### src/rtl/tm_pkg.sv
// Shared definitions for the telemetry frame scheduler:
//   - default frame geometry, idle fill byte and header tag
//   - virtual-channel ids and FSM state encoding
//   - output byte payload struct and header helper
package tm_pkg;

   localparam int unsigned FRAME_LEN_DEF  = 220;
   localparam int unsigned GAP_CYCLES_DEF = 4;
   localparam int unsigned MAX_CONSEC_DEF = 4;
   localparam logic [7:0]  FILL_BYTE_DEF  = 8'h55;
   localparam logic [5:0]  HDR_TAG_DEF    = 6'b101000;

   localparam int unsigned VC_W = 2;
   localparam logic [VC_W-1:0] VC_RT   = 2'd0;
   localparam logic [VC_W-1:0] VC_ST   = 2'd1;
   localparam logic [VC_W-1:0] VC_IDLE = 2'd3;

   localparam int unsigned ST_W = 3;
   localparam logic [2:0] ST_IDLE = 3'd0;
   localparam logic [2:0] ST_ARB  = 3'd1;
   localparam logic [2:0] ST_HDR0 = 3'd2;
   localparam logic [2:0] ST_HDR1 = 3'd3;
   localparam logic [2:0] ST_DATA = 3'd4;
   localparam logic [2:0] ST_GAP  = 3'd5;

   // One byte beat towards the CRC appender
   typedef struct packed {
      logic       sof;
      logic       en;
      logic [7:0] data;
   } tmByte_t;

   // Header byte 0 carries the tag in the upper bits and the VC id below it
   function automatic logic [7:0] hdrByte0(input logic [5:0] tag, input logic [VC_W-1:0] vc);
      return {tag, vc};
   endfunction

endpackage

### src/rtl/tm_vc_arbiter.sv
// Frame-source arbiter.
//   Clk, Rst_n        : clock, async active-low reset
//   Req0, Req1        : VC0 / VC1 have a full frame buffered
//   Idle_En           : idle fill frames allowed
//   GrantStb          : high during the arbitration cycle; commits the decision
//   GrantVld_c        : a source is selected (combinational)
//   GrantVc_c         : selected VC id (combinational)
module tm_vc_arbiter
   import tm_pkg::*;
#(
   parameter int unsigned MAX_CONSEC = MAX_CONSEC_DEF
)(
   input  logic            Clk,
   input  logic            Rst_n,
   input  logic            Req0,
   input  logic            Req1,
   input  logic            Idle_En,
   input  logic            GrantStb,
   output logic            GrantVld_c,
   output logic [VC_W-1:0] GrantVc_c
);

   localparam int unsigned CONS_W = $clog2(MAX_CONSEC + 1);

   logic [CONS_W-1:0] consec;
   logic              atLimit_c;

   assign atLimit_c = (consec == CONS_W'(MAX_CONSEC));

   // VC0 has priority until it has used its back-to-back budget while VC1 waits
   always_comb begin
      GrantVld_c = 1'b1;
      GrantVc_c  = VC_RT;
      if (Req0 && !(Req1 && atLimit_c)) begin
         GrantVc_c = VC_RT;
      end else if (Req1) begin
         GrantVc_c = VC_ST;
      end else if (Idle_En) begin
         GrantVc_c = VC_IDLE;
      end else begin
         GrantVld_c = 1'b0;
      end
   end

   // Consecutive VC0 grant count, saturating; any other grant clears it
   always_ff @(posedge Clk or negedge Rst_n) begin
      if (!Rst_n) begin
         consec <= '0;
      end else if (GrantStb && GrantVld_c) begin
         if (GrantVc_c == VC_RT) begin
            if (!atLimit_c) consec <= consec + CONS_W'(1);
         end else begin
            consec <= '0;
         end
      end
   end

endmodule

### src/rtl/tm_frame_scheduler.sv
// Telemetry transfer-frame scheduler feeding the CRC appender.
//   ClkI_Dec8, Rst_n  : byte clock, async active-low reset
//   Sched_En, Idle_En : scheduler enable, idle-frame permit
//   Req0/Req1         : VC0/VC1 have a full payload buffered
//   DataI0/DataI1     : show-ahead FIFO head bytes
//   Rd0/Rd1           : FIFO pop strobes (combinational from state)
//   En_DataO, DataO   : registered byte stream to the appender
//   Sof               : registered pulse with header byte 0
//   Cur_Vc            : VC id of the current frame, held through the gap
//   Busy              : high whenever the FSM is out of IDLE
module tm_frame_scheduler
   import tm_pkg::*;
#(
   parameter int unsigned FRAME_LEN  = FRAME_LEN_DEF,
   parameter int unsigned GAP_CYCLES = GAP_CYCLES_DEF,
   parameter int unsigned MAX_CONSEC = MAX_CONSEC_DEF,
   parameter logic [7:0]  FILL_BYTE  = FILL_BYTE_DEF,
   parameter logic [5:0]  HDR_TAG    = HDR_TAG_DEF
)(
   input  logic       ClkI_Dec8,
   input  logic       Rst_n,
   input  logic       Sched_En,
   input  logic       Idle_En,
   input  logic       Req0,
   input  logic       Req1,
   input  logic [7:0] DataI0,
   input  logic [7:0] DataI1,
   output logic       Rd0,
   output logic       Rd1,
   output logic       En_DataO,
   output logic [7:0] DataO,
   output logic       Sof,
   output logic [1:0] Cur_Vc,
   output logic       Busy
);

   localparam int unsigned CNT_W = 8;
   localparam int unsigned GAP_W = $clog2(GAP_CYCLES + 1);
   localparam logic [CNT_W-1:0] LAST_BYTE = CNT_W'(FRAME_LEN - 3);
   localparam logic [GAP_W-1:0] GAP_LOAD  = GAP_W'(GAP_CYCLES - 1);

   logic [ST_W-1:0]  state;
   logic [ST_W-1:0]  nextState;
   logic [CNT_W-1:0] byteCnt;
   logic [GAP_W-1:0] gapCnt;
   logic [7:0]       frmCnt0;
   logic [7:0]       frmCnt1;
   logic [7:0]       frmCntIdle;
   logic [VC_W-1:0]  curVc;
   logic             busyQ;
   tmByte_t          outQ;

   logic             grantVld_c;
   logic [VC_W-1:0]  grantVc_c;
   logic             lastByte_c;
   logic [7:0]       dataSel_c;
   logic [7:0]       frmCntSel_c;

   tm_vc_arbiter #(
      .MAX_CONSEC (MAX_CONSEC)
   ) uArb (
      .Clk        (ClkI_Dec8),
      .Rst_n      (Rst_n),
      .Req0       (Req0),
      .Req1       (Req1),
      .Idle_En    (Idle_En),
      .GrantStb   (state == ST_ARB),
      .GrantVld_c (grantVld_c),
      .GrantVc_c  (grantVc_c)
   );

   assign lastByte_c = (byteCnt == LAST_BYTE);

   // Payload source and per-VC frame counter selection
   always_comb begin
      dataSel_c   = FILL_BYTE;
      frmCntSel_c = frmCntIdle;
      case (curVc)
         VC_RT: begin
            dataSel_c   = DataI0;
            frmCntSel_c = frmCnt0;
         end
         VC_ST: begin
            dataSel_c   = DataI1;
            frmCntSel_c = frmCnt1;
         end
         default: ;
      endcase
   end

   // State register
   always_ff @(posedge ClkI_Dec8 or negedge Rst_n) begin
      if (!Rst_n) state <= ST_IDLE;
      else        state <= nextState;
   end

   // Next-state logic
   always_comb begin
      nextState = state;
      case (state)
         ST_IDLE: if (Sched_En) nextState = ST_ARB;
         ST_ARB:  nextState = grantVld_c ? ST_HDR0 : ST_IDLE;
         ST_HDR0: nextState = ST_HDR1;
         ST_HDR1: nextState = ST_DATA;
         ST_DATA: if (lastByte_c) nextState = ST_GAP;
         ST_GAP:  if (gapCnt == '0) nextState = Sched_En ? ST_ARB : ST_IDLE;
         default: nextState = ST_IDLE;
      endcase
   end

   // Payload byte counter and gap counter
   always_ff @(posedge ClkI_Dec8 or negedge Rst_n) begin
      if (!Rst_n) begin
         byteCnt <= '0;
         gapCnt  <= '0;
      end else begin
         case (state)
            ST_HDR1: byteCnt <= '0;
            ST_DATA: begin
               byteCnt <= byteCnt + CNT_W'(1);
               if (lastByte_c) gapCnt <= GAP_LOAD;
            end
            ST_GAP:  if (gapCnt != '0) gapCnt <= gapCnt - GAP_W'(1);
            default: ;
         endcase
      end
   end

   // Frame source latch and per-VC frame counters (bumped after header byte 1)
   always_ff @(posedge ClkI_Dec8 or negedge Rst_n) begin
      if (!Rst_n) begin
         curVc      <= VC_RT;
         frmCnt0    <= '0;
         frmCnt1    <= '0;
         frmCntIdle <= '0;
      end else begin
         if (state == ST_ARB && grantVld_c) curVc <= grantVc_c;
         if (state == ST_HDR1) begin
            case (curVc)
               VC_RT:   frmCnt0    <= frmCnt0 + 8'd1;
               VC_ST:   frmCnt1    <= frmCnt1 + 8'd1;
               default: frmCntIdle <= frmCntIdle + 8'd1;
            endcase
         end
      end
   end

   // Output byte register; Busy tracks the state being entered so it matches the state
   always_ff @(posedge ClkI_Dec8 or negedge Rst_n) begin
      if (!Rst_n) begin
         outQ  <= '0;
         busyQ <= 1'b0;
      end else begin
         outQ  <= '0;
         busyQ <= (nextState != ST_IDLE);
         case (state)
            ST_HDR0: begin
               outQ.sof  <= 1'b1;
               outQ.en   <= 1'b1;
               outQ.data <= hdrByte0(HDR_TAG, curVc);
            end
            ST_HDR1: begin
               outQ.en   <= 1'b1;
               outQ.data <= frmCntSel_c;
            end
            ST_DATA: begin
               outQ.en   <= 1'b1;
               outQ.data <= dataSel_c;
            end
            default: ;
         endcase
      end
   end

   assign Rd0      = (state == ST_DATA) && (curVc == VC_RT);
   assign Rd1      = (state == ST_DATA) && (curVc == VC_ST);
   assign En_DataO = outQ.en;
   assign DataO    = outQ.data;
   assign Sof      = outQ.sof;
   assign Cur_Vc   = curVc;
   assign Busy     = busyQ;

endmodule

### config.mk
export PLATFORM = sky130hd
export DESIGN_NAME = tm_frame_scheduler
export DESIGN_NICKNAME = d
export VERILOG_FILES = /design/src/rtl/tm_pkg.sv /design/src/rtl/tm_vc_arbiter.sv /design/src/rtl/tm_frame_scheduler.sv
export SDC_FILE = /design/constraint.sdc
export NUM_CORES = 1
export LEC_CHECK = 0
export ABC_CLOCK_PERIOD_IN_PS = 2200
export CAP_MARGIN = 10
export CELL_PAD_IN_SITES_DETAIL_PLACEMENT = 0
export CELL_PAD_IN_SITES_GLOBAL_PLACEMENT = 1
export CORE_ASPECT_RATIO = 1.2
export CORE_UTILIZATION = 49
export CTS_BUF_LIST = sky130_fd_sc_hd__clkbuf_2
export CTS_CLUSTER_DIAMETER = 200
export DETAILED_ROUTE_END_ITERATION = 16
export PLACE_DENSITY_LB_ADDON = 0.3
export SYNTH_ARGS = -nofsm -noshare
export SYNTH_HDL_FRONTEND = slang
export SYNTH_SLANG_ARGS = --single-unit
### constraint.sdc
create_clock -name ClkI_Dec8 -period 2.2 [get_ports ClkI_Dec8]
set_input_delay 0.66 -clock ClkI_Dec8 [delete_from_list [all_inputs] [get_ports ClkI_Dec8]]
set_output_delay 0.66 -clock ClkI_Dec8 [all_outputs]
set_load 0.02 [all_outputs]
==> reports/qor.txt <==
Comb pwr share -> 0.067
die area -> 0.00631 mm^2
maximum clock path buffer count -> 2
gr usage total -> 0.226
critical path launch point type -> flip-flop
Starting Density -> 0.515
Pwr per Cell Area -> 465 mW/mm^2
Worst setup EP type -> output pin
Worst-path clk slew -> 0.28 ns
Final #Nets -> 342
fraction of layout cells with a size suffix above 1 -> 0.131
worst relative slew slack -> 0.664
Worst EP arrival -> 1.62 ns
RSZ-0062 raised after global routing -> true
# diodes -> 0
Clock Latency Late Sink -> 0.45 ns
Placed Cells -> 382
DRC -> 0
Die X -> 72.7 um
area leader, netlist -> dfrtp_1
Max Slew Vio Count -> 0
design area -> 0.00350 mm^2
CP Max Fanout -> 3
Final Hold Violating Endpoints -> 0
TritonCTS Buffers -> 5
hpwl dp -> 4490 um
Via Count -> 2191
Layout area overhead -> 19.1%
largest cells by area after synthesis -> dfrtp_1 46%, xnor2_1 4.8%, ha_1 3.8%, mux2i_1 3.7%, mux2_1 3.5%
Mapped Cells -> 267
largest net degree at the start of global routing -> 55
Placeable Area -> 0.00571 mm^2
most frequent cell after synthesis -> dfrtp_1
Pre-antenna DRT Iters -> 4
Synth Flop Type -> dfrtp_1
initial DRC count -> 114
final design utilization -> 0.613
status -> finished with violations
final wirelength -> 6360 um
Clock Skews -> 0.0203 ns
IO Port Bufs -> 36
fmax -> 0.439 GHz
fin worst setup slack -> -0.0792 ns
CTS sink cnt -> 54
Routed WL per cell -> 16.2 um
Row Count -> 30
Vias/cell -> 5.59
Die Y -> 86.8 um
crit path from -> state[0]
static leakage -> 1.59 nW
unique cell type count in the Yosys netlist -> 55
Synth top area share -> 0.460
# Max-Cap Violations -> 0
placed cell area -> 0.00340 mm^2
initial antenna violation count -> 0
post-route ant nets -> 0
Synth Net Count -> 298
FILL cells -> 503
maximum VDD drop -> 0.000250 V
Root Driver -> clkbuf_2
Clock power frac -> 0.316
critical path class -> flip-flop to output pin
Finish-stage setup viols -> 2
Seq/Total Area, Yosys -> 0.460
number of global-route vias before repair -> 2212
Tcrit/Tclk final -> 1.04
Sw Share -> 0.227
first-pass GRT wire length -> 10800 um
cell internal pwr -> 1.26 mW
asr flop ratio synth -> 1.00
GRT overflow -> 0
H-tree Lvls -> 2
Top-Level Pins -> 37
Synthesis Warnings -> 0
minimum clock period -> 2.28 ns
syn avg cell area -> 11.0 um^2
CTS tree -> built
Final Non-Filler Cells -> 392
number of synthesized flops with an enable pin -> 0
R2R Path Start -> Cur_Vc[1]
sequential share of power -> 0.617
switching power -> 369 uW
failing checks -> negative setup slack
hold crit path type -> input port to async pin
Worst Max-Slew Pin Slew -> 0.502 ns
Synth top cells by count -> 54 x dfrtp_1, 16 x xnor2_1, 15 x nand3_1
final estimated routing congestion in global placement -> 0.784
FF+latch count, synth -> 54
synthesized cell area -> 0.00294 mm^2
Worst EP required -> 1.54 ns
==> cell families after synthesis <==
kind of cell	share of synthesized area
simple gates	0.215
flops	0.460
compound gates	0.0937
mux	0.0835
xor+xnor	0.0656
buf+inv	0.0435
fa+ha+maj	0.0383
==> cell usage in the layout, fill, tap and decap left out, drive strengths merged, types with 2 or more instances in the layout <==
cell type / netlist / routed
dfrtp: 54 / 54
clkdlybuf4s50: 0 / 31
buf: 13 / 18
xnor2: 16 / 16
nand3: 15 / 15
nand2: 15 / 15
nand4: 12 / 12
mux2: 12 / 12
mux2i: 11 / 11
nor2: 11 / 11
ha: 9 / 9
inv: 8 / 8
clkbuf: 1 / 7
nand2b: 6 / 6
xor2: 6 / 6
and3: 6 / 6
a221o: 5 / 5
and2: 5 / 5
a21oi: 5 / 5
o21ai: 5 / 5
nor2b: 4 / 4
and3b: 3 / 3
a22o: 3 / 3
or3: 3 / 3
a31oi: 3 / 3
a21o: 3 / 3
and4: 3 / 3
nor4: 3 / 3
or3b: 3 / 3
nor3b: 3 / 3
nor3: 3 / 3
o21bai: 2 / 2
o2bb2ai: 2 / 2
o221ai: 2 / 2
o311ai: 2 / 2
==> metrics by stage <==
step	power, mW	hold slack, ns	TNS (ns)	worst slack, ns
after CTS	1.64	0.141	-0.172	-0.0901
after global placement	1.13	0.454	-0.0658	-0.0658
final	1.63	0.147	-0.154	-0.0792
after floorplan	1.05	0.364	0	0.0941
after global routing	1.69	0.130	-0.356	-0.178
after detailed placement	1.13	0.459	-0.0851	-0.0772
==> layer usage <==
| metal | part of all wire | track usage | wire [um] |
|---|---|---|---|
| met2 | 0.52 | 0.393 | 3330 |
| met1 | 0.42 | 0.280 | 2690 |
| met3 | 0.025 | 0.0372 | 159 |
| met5 | 0 | 0 | 0 |
| met4 | 0.028 | 0.0838 | 178 |
==> power groups by stage <==
stage | logic, mW | registers, mW | clock network (mW)
finish | 0.108 | 1.00 | 0.515
global route | 0.119 | 1.01 | 0.567
CTS | 0.110 | 1.00 | 0.525
detailed placement | 0.110 | 1.02 | 0
global placement | 0.109 | 1.02 | 0
floorplan | 0.0168 | 1.03 | 0
==> registers in the layout, summed over array words and instances, names as in the netlist, 2 cells and up <==
| signal | cells |
|---|---|
| frmCnt1 | 8 |
| DataO | 8 |
| Cur_Vc | 2 |
| byteCnt | 8 |
| gapCnt | 3 |
| frmCntIdle | 8 |
| uArb.consec | 3 |
| state | 3 |
| frmCnt0 | 8 |
==> repair_timing <==
item / CTS / global route
gates resized for setup: 18 / 2
setup endpoints to repair: 4 / 3
pin swaps: 1 / 0
buffers inserted: 2 / 0
hold buffers: 0 / 0
==> worst max-delay path, stage by stage (launching register included) <==
cell     delay [ns]
dfrtp_1        0.46
or3b_4         0.44
nor3_4         0.14
buf_6          0.14
==> worst paths after layout <==
check / to / slack, ns / depth (start not counted)
worst max-delay path: Rd0 / -0.08 / 3
worst min-delay path: frmCnt1[2] / 0.15 / 2
worst max register to register: frmCnt0[1] / 0.51 / 4
worst min register to register: frmCnt0[7] / 0.49 / 1
max in group asynchronous: DataO[0] / 1.80 / 2
min in group ClkI_Dec8: frmCnt0[7] / 0.49 / 1
==> area by class of cell <==
type | count | area [um^2] | share of cell area
clock buffer | 6 | 30.0 | 0.00859
clock inverter | 2 | 37.5 | 0.0107
inverter | 8 | 30.0 | 0.00859
multi-input combinational | 191 | 1470 | 0.421
sequential | 54 | 1350 | 0.386
tap | 80 | 100 | 0.0286
timing repair buffer | 51 | 477 | 0.136
(Power assumes the default switching activity.)
